<file path="src/rtl/system_0_sysid_timeout_ctr.sv">
// system_0_sysid_timeout_ctr: per-transaction cycle counter flagging the last allowed cycle
module system_0_sysid_timeout_ctr #(
  parameter int TIMEOUT_CYCLES = 256
) (
  input  logic clock,
  input  logic reset,
  input  logic clear,
  input  logic enable,
  output logic expired
);
  localparam int W = $clog2(TIMEOUT_CYCLES);
  logic [W-1:0] cnt;
  always_ff @(posedge clock) begin
    cnt <= (reset || clear) ? '0 : enable ? cnt + 1'b1 : cnt;
  end
  assign expired = cnt == W'(TIMEOUT_CYCLES - 1);
endmodule

</file>
<file path="config.mk">
export PLATFORM = sky130hd
export DESIGN_NAME = system_0_sysid_timeout_ctr
export DESIGN_NICKNAME = d
export VERILOG_FILES = /design/src/rtl/system_0_sysid_timeout_ctr.sv
export SDC_FILE = /design/constraint.sdc
export NUM_CORES = 1
export LEC_CHECK = 0
export BUFFER_PORTS_ARGS = -buffer_cell sky130_fd_sc_hd__buf_2
export CAP_MARGIN = 10
export CELL_PAD_IN_SITES_DETAIL_PLACEMENT = 0
export CELL_PAD_IN_SITES_GLOBAL_PLACEMENT = 2
export CORE_AREA = 4 4 41 43
export DETAILED_ROUTE_END_ITERATION = 8
export DIE_AREA = 0 0 45 47
export PLACE_DENSITY_LB_ADDON = 0.1
export SKIP_CTS_REPAIR_TIMING = 1
export SLEW_MARGIN = 20
export SYNTH_ARGS = -nofsm -noshare
export SYNTH_HDL_FRONTEND = slang
export SYNTH_SLANG_ARGS = --single-unit
</file>
<file path="constraint.sdc">
create_clock -name clock -period 1.5 [get_ports clock]
set_input_delay 0.3 -clock clock [delete_from_list [all_inputs] [get_ports clock]]
set_output_delay 0.3 -clock clock [all_outputs]
set_load 0.02 [all_outputs]
</file>
==> metrics.md <==
| Metric | Value |
|---|---|
| Run status | `finished, final reports clean` |
| Largest voltage drop on the vdd net | `between 0.3 and 0.4 mV` |
| Total overflow reported by the global router | `0` |
| Net count of the mapped netlist | `45` |
| Clock net sink count | `8` |
| DR vias | `about 300` |
| Leading post-synthesis cells by cell area | `dfxtp_1 (45%), xor2_1 (7.4%), nor2_1 (5.3%), a21oi_1 (4.2%), or3_2 (4.2%)` |
| Req. time, crit path | `around 1.2 ns` |
| Count of routing violations after the opening detailed-route iteration | `6` |
| Total length of routed wires | `roughly 660 µm` |
| Total power per unit cell area | `around 890 mW/mm²` |
| Registers with the most flip-flops | `cnt x8` |
| Largest register by flop count | `cnt` |
| Largest net degree at the start of global routing | `9` |
| Post-Synthesis Cells | `40` |
| Kind of end point of the critical path | `output port` |
| Register area share after synthesis | `about 45%` |
| Cell area after placement | `between 300 and 400 µm²` |
| Share of final-layout standard cells stronger than drive strength 1 | `about two fifths` |
| Part of the power in registers | `between 50 and 60%` |
| Post-route cell area | `445 µm²` |
| Proportion of power drawn by combinational gates | `5.0%` |
| Hold Slack | `0.410 ns` |
| Switching pwr | `between 0.00008 and 0.00009 W` |
| CP max stage delay | `around 0.37 ns` |
| Cell type with the largest total area after synthesis | `dfxtp_1` |
| Max-cap check violation count | `0` |
| Achievable clock frequency | `slightly above 700 MHz` |
| Clock tree skew after final layout | `0.000325 ns` |
| Clock input transition at the sequential cells of the worst setup and hold paths | `0.05 ns` |
| Number of levels the H-tree was split into | `1` |
| Count of pins on the block boundary | `5` |
| Worst hold path depth | `3` |
| Internal power contribution | `about 0.00032 W` |
| Via count of the first global-routing pass | `about 250` |
| Wire length of the first global-routing pass | `a little over 1000 µm` |
| Layout-stage area growth over the synthesis result | `25.4%` |
| Placed Cells incl. Taps | `58` |
| Final critical path time including I/O delays and setup | `around 1.4 ns` |
| Flip-flop count of the largest register after layout | `8` |
| Flip-flop and latch count after synthesis | `8` |
| Count of port buffers added during placement | `4` |
| Diodes inserted | `0` |
| Leading cell types in the layout, fill and taps excluded | `nor2_1 (5), dfxtp_2 (4), dfxtp_1 (4), buf_2 (4)` |
| Least setup slack across all paths after layout | `between 0.08 and 0.09 ns` |
| Count of synthesis-stage warnings from yosys | `0` |
| Element type at the critical path start | `flip-flop` |
| Final weighted congestion in routability-driven placement | `0.697` |
| Number of buffers inserted during clock tree synthesis | `3` |
| Root Buffer Master | `clkbuf_4` |
| Hold violation total from the final report | `0` |
| Antenna violations before repair | `0` |
| RSZ-0062 raised after global routing | `false` |
| Global router's overall resource usage | `between 7 and 8%` |
| Transition at the pin with the smallest max-transition slack | `0.212 ns` |
| Cells traversed along the worst timing path | `nand3_2 -> nor3_2 -> buf_2` |
| Routed length per placed instance | `approximately 11 µm` |
| Remaining max-slew budget at the tightest pin | `approximately 86%` |
| Top-area cell type share of the netlist area | `approximately 45%` |
| Post-synth design cell area | `around 360 µm²` |
| CORE AREA | `about 0.0013 mm²` |
| Area of the die | `0.00212 mm²` |
| Chip Height | `between 40 and 50 µm` |
| Arrival @ worst endpoint | `between 1 and 1.5 ns` |
| Final clock period utilization by the worst path | `94.6%` |
| Layout net count | `54` |
| CTS tree | `built` |
| Starting Density | `between 20% and 30%` |
| Max-slew violation count | `0` |
| Leak Pwr | `0.148 nW` |
| Hold Path Class | `primary input to flip-flop` |
| Mean number of vias per cell | `around 5` |
| Commonest non-fill, non-tap cell in the layout | `nor2_1` |
| Sw Share | `20.4%` |
| Total Power | `0.000397 W` |
| Drc violations | `0` |
| Portion of total power attributed to the clock network | `40.3%` |
| Row cnt | `13` |
| Setup Slack @ Placement | `roughly 0.20 ns` |
| Number of buffers on the longest clock path | `2` |
| Count of different cell masters after synthesis | `19` |
| Latest clock arrival within the worst-skew pair | `0.25 ns` |
| Setup Crit Path Kind | `flip-flop to output port` |
| Syn avg cell area | `~9 µm²` |
| Crit Path Max Fanout | `6` |
| Pre-antenna DRT Iters | `2` |
| Non-filler cells in the finished layout | `62` |
| Slowest cell on crit path | `dfxtp_2` |
| DP HPWL | `just under 500 µm` |
| Worst Reg2Reg Path Length in Cells | `4` |
| Remaining antenna violation count | `0` |
| Final-report setup violation count | `0` |
| Die Wd | `about 45 µm` |
==> worst paths after layout <==
kind,startpoint,end,slack [ns]
min reg2reg,cnt[6]$_SDFFE_PP0P_,cnt[6]$_SDFFE_PP0P_,0.49
max,cnt[2]$_SDFFE_PP0P_,expired,0.08
max reg2reg,cnt[2]$_SDFFE_PP0P_,cnt[6]$_SDFFE_PP0P_,0.18
min,reset,cnt[0]$_SDFFE_PP0P_,0.41
==> through the flow <==
stage	util, %	setup TNS, ns
floorplan	-	0
global placement	30.2	0
detailed placement	30.2	0
CTS	31.9	-0.0258
global route	34.2	0
finish	34.2	0
==> Yosys cell counts (all sizes together) <==
master	instances
nor2	5
o21ai	2
clkbuf	1
o31ai	1
nand2	3
buf	1
nand3	3
mux2i	1
dfxtp	8
nand4	2
nor3	1
ha	1
or3	2
xnor2	1
or2	1
xor2	3
a21oi	3
or4	1
==> power by group through the flow <==
stage | Combinational (W) | Sequential (W) | Clock [W]
after floorplan | 0.0000123 | 0.000221 | 0
after global placement | 0.0000187 | 0.000220 | 0
after detailed placement | 0.0000195 | 0.000220 | 0
after CTS | 0.0000195 | 0.000216 | 0.000166
after global routing | 0.0000220 | 0.000217 | 0.000182
final | 0.0000199 | 0.000217 | 0.000160
==> kinds of logic after synthesis <==
logic type / share of synthesized area, %
AO/OA/AOI/OAI: 9.15
XOR/XNOR: 9.86
adder cells (fa/ha/maj): 3.52
buffers and inverters: 2.46
flip-flops: 45.1
multiplexers: 2.82
AND/OR/NAND/NOR: 27.1
==> critical path, delay by kind of cell (launching register included) <==
kind / cells / cell delay (ns)
and+or+nand+nor: 2 / 0.32
buffers and inverters: 1 / 0.18
DFF: 1 / 0.37
==> final cells by class <==
| cell class | count | area, µm² |
|---|---|---|
| clock buffer | 3 | 22.5 |
| fill | 150 | 856 |
| multi-input combinational | 30 | 204 |
| sequential | 8 | 165 |
| tap | 15 | 18.8 |
| timing repair buffer | 6 | 35.0 |
==> layer usage <==
metal	global-route usage (%)	up-vias	part of all wire, %
li1	-	155	-
met1	7.09	136	42
met2	10.7	7	47
met3	3.83	5	7.3
met4	7.02	0	2.9
met5	0	-	0
Power figures use the tool's default switching activity.
